`src/rtl/rv_csr_exec.sv`:
```
// Zicsr executor: decodes CSRRW/S/C (+ immediate forms), sequences READ and WRITE
// phases against the CSR file, and returns the old value through a valid/ready result.
module rv_csr_exec #(
    parameter bit rv64 = 1'b1
) (
    input  logic                      clock,
    input  logic                      reset,
    input  logic                      inst_valid,
    output logic                      inst_ready,
    input  logic [31:0]               inst,
    input  logic [(rv64 ? 64 : 32)-1:0] rs1_value,
    output logic [11:0]               csr,
    output logic                      load,
    output logic                      store,
    output logic [(rv64 ? 64 : 32)-1:0] store_value,
    input  logic [(rv64 ? 64 : 32)-1:0] load_value,
    input  logic                      sigill,
    output logic                      result_valid,
    input  logic                      result_ready,
    output logic [4:0]                rd,
    output logic                      rd_write,
    output logic [(rv64 ? 64 : 32)-1:0] rd_value,
    output logic                      illegal
);
    localparam int unsigned xlen = rv64 ? 64 : 32;

    typedef enum logic [1:0] {StIdle, StRead, StWrite, StDone} state_t;

    state_t            state;
    logic [1:0]        op;
    logic [xlen-1:0]   src;
    logic [xlen-1:0]   old;
    logic              do_read;
    logic              do_write;

    logic [2:0]        dec_funct3;
    logic              dec_do_read;
    logic              dec_do_write;
    logic              dec_illegal;
    logic [xlen-1:0]   dec_src;
    logic [xlen-1:0]   new_value;

    assign inst_ready = (state == StIdle);

    always_comb begin
        dec_funct3   = inst[14:12];
        dec_do_read  = !((dec_funct3[1:0] == 2'b01) && (inst[11:7] == 5'd0));
        dec_do_write = (dec_funct3[1:0] == 2'b01) || (inst[19:15] != 5'd0);
        // funct3 000 and 100 both have low bits 00; read-only CSRs reject any write.
        dec_illegal  = (inst[6:0] != 7'b1110011) || (dec_funct3[1:0] == 2'b00) ||
                       (dec_do_write && (inst[31:30] == 2'b11));
        dec_src      = dec_funct3[2] ? {{(xlen-5){1'b0}}, inst[19:15]} : rs1_value;
    end

    always_comb begin
        new_value = src;
        case (op)
            2'b10:   new_value = load_value | src;
            2'b11:   new_value = load_value & ~src;
            default: new_value = src;
        endcase
    end

    always_ff @(posedge clock) begin
        if (reset) begin
            state        <= StIdle;
            op           <= 2'b00;
            src          <= '0;
            old          <= '0;
            do_read      <= 1'b0;
            do_write     <= 1'b0;
            csr          <= 12'd0;
            load         <= 1'b0;
            store        <= 1'b0;
            store_value  <= '0;
            result_valid <= 1'b0;
            rd           <= 5'd0;
            rd_write     <= 1'b0;
            rd_value     <= '0;
            illegal      <= 1'b0;
        end else begin
            unique case (state)
                StIdle: begin
                    if (inst_valid) begin
                        csr      <= inst[31:20];
                        rd       <= inst[11:7];
                        op       <= dec_funct3[1:0];
                        src      <= dec_src;
                        do_read  <= dec_do_read;
                        do_write <= dec_do_write;
                        rd_write <= 1'b0;
                        rd_value <= '0;
                        illegal  <= 1'b0;
                        if (dec_illegal) begin
                            state        <= StDone;
                            result_valid <= 1'b1;
                            illegal      <= 1'b1;
                        end else if (dec_do_read) begin
                            state <= StRead;
                            load  <= 1'b1;
                        end else begin
                            // Write-only is always RW/RWI, so the write value is src itself.
                            state       <= StWrite;
                            store       <= 1'b1;
                            store_value <= dec_src;
                        end
                    end
                end
                StRead: begin
                    load <= 1'b0;
                    old  <= load_value;
                    if (sigill) begin
                        state        <= StDone;
                        result_valid <= 1'b1;
                        illegal      <= 1'b1;
                        rd_value     <= load_value;
                    end else if (do_write) begin
                        state       <= StWrite;
                        store       <= 1'b1;
                        store_value <= new_value;
                    end else begin
                        state        <= StDone;
                        result_valid <= 1'b1;
                        rd_value     <= load_value;
                        rd_write     <= (rd != 5'd0);
                    end
                end
                StWrite: begin
                    store        <= 1'b0;
                    store_value  <= '0;
                    state        <= StDone;
                    result_valid <= 1'b1;
                    illegal      <= sigill;
                    rd_write     <= !sigill && do_read && (rd != 5'd0);
                    rd_value     <= do_read ? old : '0;
                end
                StDone: begin
                    if (result_ready) begin
                        result_valid <= 1'b0;
                        state        <= StIdle;
                    end
                end
                default: state <= StIdle;
            endcase
        end
    end
endmodule
```
`config.mk`:
```
export PLATFORM = sky130hd
export DESIGN_NAME = rv_csr_exec
export DESIGN_NICKNAME = d
export VERILOG_FILES = /design/src/rtl/rv_csr_exec.sv
export SDC_FILE = /design/constraint.sdc
export NUM_CORES = 1
export LEC_CHECK = 0
export CORE_ASPECT_RATIO = 0.75
export CORE_UTILIZATION = 58
export DETAILED_ROUTE_END_ITERATION = 8
export DONT_BUFFER_PORTS = 1
export MAX_ROUTING_LAYER = met4
export PLACE_DENSITY = 0.86
export SLEW_MARGIN = 20
export SYNTH_ARGS = -nofsm -noshare
export SYNTH_HDL_FRONTEND = slang
export SYNTH_SLANG_ARGS = --single-unit
```
`constraint.sdc`:
```
create_clock -name clock -period 2.51 [get_ports clock]
set_clock_uncertainty 0.15 [all_clocks]
set_input_delay 0.502 -clock clock [delete_from_list [all_inputs] [get_ports clock]]
set_output_delay 0.502 -clock clock [all_outputs]
set_load 0.02 [all_outputs]
```
==> flow_metrics.tcl, run 1 <==
set metrics [dict create \
    synth_nets 1646 \
    drt-total-wl_um 43000 \
    dieArea_um2 23300 \
    placed_cell_area_um2 13400 \
    syn-cell-area_um2 13100 \
    synth-compound-area-share_pct 29.1 \
    peakVddDrop_uv 846 \
    yosys.area_share.adder_pct 0.571 \
    grt_usage_pct 34.4 \
    worstSetupEndpointType "flop" \
    powerDensity_nw_per_um2 1140 \
    synth.area.mux_share_pct 5.34 \
    grt_pass1_vias 11800 \
    pre_cts_slack_ns -0.154 \
    final_hold_viol_count 16 \
    port_buffers 0 \
    cp-start-kind "flop" \
    tns_ns 0 \
    clock_path_buffers 3 \
    clkLatencyLatePin_ns 0.54 \
    row_count 47 \
    gr-total-overflow 0 \
    hold_class "input pin to flop" \
    drive_gt1_share_pct 13.0 \
    routed-wl-met2_um 19800 \
    critPathKind "flop to flop" \
    maxCapViolations 0 \
    cts-root-buf "clkbuf_16" \
    clkTransAtPathRegs_ns 0.06 \
    violations "negative hold slack" \
    htree_num_levels 1 \
    dp_hpwl_um 24400 \
    synth_simple_gate_area_share_pct 14.9 \
    ant_nets 0 \
    synth_xor_area_share_pct 0 \
    final_cell_area_um2 16000 \
    hold_slack_ns -0.105 \
    die_w_um 176 \
    cts_buffers 28 \
    final_util_pct 72.2 \
    status "finished with violations" \
    wl_met3_um 5250 \
    setup_violations 0 \
    vias 12500 \
    core_um2 22100 \
    antenna_cells 0 \
    yosys_warnings 0 \
    ys_ff_latch 284 \
    fill_cells 1495 \
    layout-area-overhead-vs-synth_pct 21.5 \
    drtIter0Drc 1387 \
    gp_congestion 0.886 \
    power_mw 18.1 \
    wire_per_inst_um 22.9 \
    die_h_um 132 \
    power.leakage_nw 5.69 \
    tritoncts "done" \
    drc 0 \
    period_minus_slack_ns 2.45 \
    timing.fmax_ghz 0.408 \
    antenna_found_initial 0 \
    required_ns 2.83 \
    fin_crit_sh_pct 97.7 \
    cts.sinks 284 \
    path_max_fanout 21 \
    synth_top_family_by_area "compound AO/OA/AOI/OAI gates" \
    nets 1733 \
    yosysSeqAreaShare_pct 43.3 \
    wl_met1_um 16100 \
    cp.arrival_ns 2.78 \
    relSlewSlack_pct 41.4 \
    syn_area_per_cell_um2 8.91 \
    netlist_instances 1475 \
    drtPass1Iterations 7 \
    viasPerCell 6.65 \
    initial_core_util_pct 59.4 \
    yosys.cell_types.count 41 \
    slew_viol_final 0 \
    fin_ws_ns 0.0571 \
    tightest_slew_ns 0.879 \
    pin_count 316 \
    grt_pass1_wl_um 62800 \
    top_layer "met4" \
    grt_max_degree 286 \
]
flip-flops by register name (all words and copies together), names as in the netlist:
signal / count
old: 64
rd: 5
op: 2
src: 64
do_read: 1
csr: 12
state: 2
illegal: 1
load: 1
store_value: 64
rd_value: 64
store: 1
result_valid: 1
do_write: 1
rd_write: 1
final timing paths:
| check | start | to | slack, ns | depth (start not counted) |
|---|---|---|---|---|
| hold reg to reg | src[26]$_SDFFE_PP0P_ | src[26]$_SDFFE_PP0P_ | 0.32 | 2 |
| hold / removal | reset | store_value[3]$_SDFFE_PP0P_ | -0.11 | 1 |
| setup / recovery | state[1]$_SDFFE_PP0P_ | src[14]$_SDFFE_PP0P_ | 0.06 | 9 |
| setup reg to reg | state[1]$_SDFFE_PP0P_ | src[14]$_SDFFE_PP0P_ | 0.06 | 9 |
what timing repair did:
item / CTS / global route
endpoints found under the setup margin: 0 / 146
endpoints found under the hold margin: 283 / 124
buffers inserted: 0 / 6
resized for setup: 0 / 10
hold buffers: 120 / 36
area by class of cell:
class / count / area, um2 / share of cell area (%)
well taps: 294 / 368 / 2.30
inverters: 68 / 255 / 1.60
clock buffers: 43 / 818 / 5.13
flip-flops and latches: 284 / 5690 / 35.6
multi-input cells: 978 / 6650 / 41.6
clock inverters: 6 / 36.3 / 0.227
repair buffers: 202 / 2150 / 13.5
layout by cell type (no fill, tap or decap), types with 6 or more instances in the layout:
master         count
a221oi_1          19
a22o_1            64
a211oi_2          60
nand3_1           67
o22ai_1            6
dlygate4sd3_1    156
dfxtp_1          282
a211oi_1          70
buf_4             27
nor2_1            80
buf_12            15
mux2i_1           69
and3b_1            6
clkbuf_16         31
nand3b_1          59
a21oi_1          217
inv_1             66
nand2_1          171
a221oi_2          40
clkbuf_1          10
routing by layer:
metal / track usage [%] / vias up
met4: 15.3 / 0
met5: - / -
met3: 10.2 / 167
met1: 40.2 / 5968
met2: 54.6 / 846
li1: - / 5491
power by group:
part / leakage [nW] / switching (mW) / internal (mW)
Clock: 0.418 / 1.76 / 2.23
Combinational: 2.95 / 4.19 / 3.24
Sequential: 2.32 / 1.30 / 5.42
critical path, stage by stage (launching register included):
cell and delay, ns:
dfxtp_2 0.35, inv_2 0.11, ha_4 0.14, buf_4 0.22
and2_4 0.28, buf_12 0.12, clkbuf_16 0.19, nand3b_1 0.09
a21oi_1 0.17, dlygate4sd3_1 0.57
through the flow:
step	hold slack [ns]	cells
after CTS	-0.118	1830
after floorplan	0.282	1475
after global routing	-0.109	1875
final	-0.105	1875
after global placement	0.288	1661
after detailed placement	0.299	1661
synthesized netlist by cell type:
library cell,instances,area share (%)
a211o_1,1,0.067
a211oi_1,70,4.0
a211oi_2,60,5.7
a21o_1,1,0.057
a21oi_1,217,8.3
a221o_1,1,0.076
a221oi_1,19,1.3
a221oi_2,40,4.6
a22o_1,64,4.3
a311o_1,1,0.076
a31oi_1,1,0.048
and2_1,6,0.29
and3_1,1,0.048
and3b_1,6,0.40
buf_1,4,0.11
buf_2,6,0.23
buf_6,11,0.94
clkbuf_1,125,3.6
dfxtp_1,284,43
ha_1,6,0.57
inv_1,68,1.9
mux2_1,1,0.086
mux2i_1,69,5.3
nand2_1,174,5.0
nand2b_1,3,0.14
nand3_1,67,2.6
nand3b_1,59,3.4
nand4_1,2,0.095
nor2_1,82,2.3
nor2b_1,5,0.24
nor3_1,5,0.19
nor4_1,1,0.048
o211a_1,1,0.076
o211ai_1,1,0.057
o21ai_0,1,0.038
o21ai_1,2,0.076
o22ai_1,6,0.29
o311ai_4,1,0.20
or3_1,1,0.048
or4_1,1,0.057
or4_4,1,0.086
kinds of logic after synthesis:
kind of cell               after synthesis
buffers and inverters                  214
adders and majority gates                6
AOI/OAI and AO/OA                      487
muxes                                   70
DFF                                    284
and+or+nand+nor                        414
(Power assumes the default switching activity.)
==> inputs of run 2 (changes only) <==
--- a/config.mk
+++ b/config.mk
@@ -5,8 +5,10 @@
 export SDC_FILE = /design/constraint.sdc
 export NUM_CORES = 1
 export LEC_CHECK = 0
+export CELL_PAD_IN_SITES_DETAIL_PLACEMENT = 1
+export CELL_PAD_IN_SITES_GLOBAL_PLACEMENT = 1
 export CORE_ASPECT_RATIO = 0.75
-export CORE_UTILIZATION = 58
+export CORE_UTILIZATION = 43
 export DETAILED_ROUTE_END_ITERATION = 8
 export DONT_BUFFER_PORTS = 1
 export MAX_ROUTING_LAYER = met4
==> run 2 against run 1 <==
Critical path type unchanged. Count of clock-buffer cells in the layout up 7. Combinational power up 4.8%. Wire length up 24%. The run ends with negative hold slack, negative setup slack left.
==> flow_metrics.tcl, run 2 (synthesized netlist as in run 1, its figures left out) <==
set metrics [dict create \
    setup_violations 1 \
    viasPerCell 6.37 \
    grt_usage_pct 31.6 \
    gr-total-overflow 0 \
    final_cell_mix "dfxtp_1, a21oi_1, dlygate4sd3_1, nand2_1, nor2_1" \
    ant_nets 0 \
    pwr-share-comb_pct 40.4 \
    dieArea_um2 31300 \
    layout_commonest_cell "dfxtp_1" \
    worstSetupEndpointType "flop" \
    slew_viol_final 0 \
    tritoncts "done" \
    clkTransAtPathRegs_ns 0.07 \
    timing.fmax_ghz 0.392 \
    final_util_pct 55.2 \
    port_buffers 0 \
    core_um2 30100 \
    wire_per_inst_um 26.4 \
    power_frac_seq_pct 35.0 \
    power_mw 19.3 \
    required_ns 2.86 \
    nets 1767 \
    period_minus_slack_ns 2.55 \
    antenna_found_initial 1 \
    critPathKind "flop to flop" \
    swShare_pct 40.7 \
    powerDensity_nw_per_um2 1160 \
    hold_class "input pin to flop" \
    switchingPower_mw 7.85 \
    maxCapViolations 0 \
    htree_num_levels 1 \
    tightest_slew_ns 0.617 \
    final_hold_viol_count 4 \
    cts-root-buf "clkbuf_16" \
    grt_max_degree 286 \
    relSlewSlack_pct 58.9 \
    clkLatencyLatePin_ns 0.58 \
    clock_path_buffers 3 \
    tns_ns -0.0390 \
    pin_count 316 \
    cts_buffers 31 \
    status "finished with violations" \
    layout-area-overhead-vs-synth_pct 26.3 \
    cts.sinks 284 \
    fin_crit_sh_pct 102 \
    violations "negative hold slack, negative setup slack" \
    power.leakage_nw 5.94 \
    die_w_um 204 \
    die_h_um 153 \
    gp_congestion 0.842 \
    drtIter0Drc 864 \
    drc 0 \
    dp_hpwl_um 28500 \
    drive_gt1_share_pct 13.0 \
    rsz0062_at_grt "yes" \
    vias 12900 \
    cp.arrival_ns 2.90 \
    drt-total-wl_um 53200 \
    p_int_mw 11.4 \
    cp-start-kind "flop" \
    drtPass1Iterations 6 \
    hold_slack_ns -0.0508 \
    fin_ws_ns -0.0390 \
    p_clk_share_pct 24.6 \
    grt_pass1_wl_um 75600 \
    grt_pass1_vias 13200 \
    initial_core_util_pct 43.7 \
    row_count 55 \
    path_max_fanout 32 \
    fill_cells 3324 \
    peakVddDrop_uv 810 \
]
-- run 2: final cells by class --
| type | count | area (um2) | share of cell area, % |
|---|---|---|---|
| timing repair buffer | 233 | 2480 | 14.9 |
| multi-input combinational | 978 | 6630 | 40.0 |
| tap | 399 | 499 | 3.01 |
| sequential | 284 | 5690 | 34.3 |
| clock inverter | 6 | 82.6 | 0.498 |
| clock buffer | 50 | 957 | 5.77 |
| antenna | 1 | 2.50 | 0.0151 |
| inverter | 68 | 255 | 1.54 |
-- run 2: what timing repair did --
action                                 in CTS  in global routing
hold buffers                              138                 50
endpoints found under the hold margin     283                 83
resized for setup                           0                  3
setup buffers                               0                  2
setup endpoints to repair                   0                 47
-- run 2: worst max-delay path, stage by stage (launching register included) --
cell	delay, ns
dfxtp_1	0.31
inv_1	0.16
ha_4	0.16
buf_4	0.20
and2_4	0.26
buf_12	0.23
nand3b_1	0.13
a21oi_1	0.20
dlygate4sd3_1	0.66
-- run 2: power groups by stage --
stage | Sequential [mW] | Clock (mW) | Combinational [mW]
3_5_place_dp | 6.77 | 0 | 6.70
3_3_place_gp | 6.72 | 0 | 6.41
6_report | 6.75 | 4.75 | 7.79
4_1_cts | 6.69 | 4.76 | 7.24
5_1_grt | 6.82 | 4.96 | 8.24
2_1_floorplan | 6.50 | 0 | 5.01
-- run 2: final timing paths --
check                                              to                   from  slack, ns  cells past startpoint
worst max-delay path             src[40]$_SDFFE_PP0P_  state[1]$_SDFFE_PP0P_      -0.04                      8
worst min-delay path            rd_write$_SDFFE_PP0P_                  reset      -0.05                      1
worst max register to register   src[40]$_SDFFE_PP0P_  state[1]$_SDFFE_PP0P_      -0.04                      8
worst min register to register   src[24]$_SDFFE_PP0P_   src[24]$_SDFFE_PP0P_       0.32                      2
-- run 2: per-layer routing --
layer / global-route usage (%) / vias to the layer above / share of wire, %
met5: - / - / 0
met4: 12.2 / 0 / 3.3
met3: 9.77 / 143 / 9.5
met2: 52.6 / 652 / 49
met1: 35.1 / 6499 / 39
li1: - / 5559 / -
-- run 2: metrics by stage --
step / hold slack [ns] / instance area (um2) / instances / worst slack [ns]
after detailed placement: 0.311 / 13600 / 1770 / -0.0822
final: -0.0508 / 16600 / 2019 / -0.0390
after CTS: -0.140 / 16000 / 1964 / 0.0183
after floorplan: 0.282 / 13100 / 1475 / 0.0302
after global routing: -0.0909 / 16600 / 2019 / -0.0757
after global placement: 0.297 / 13600 / 1770 / -0.0273
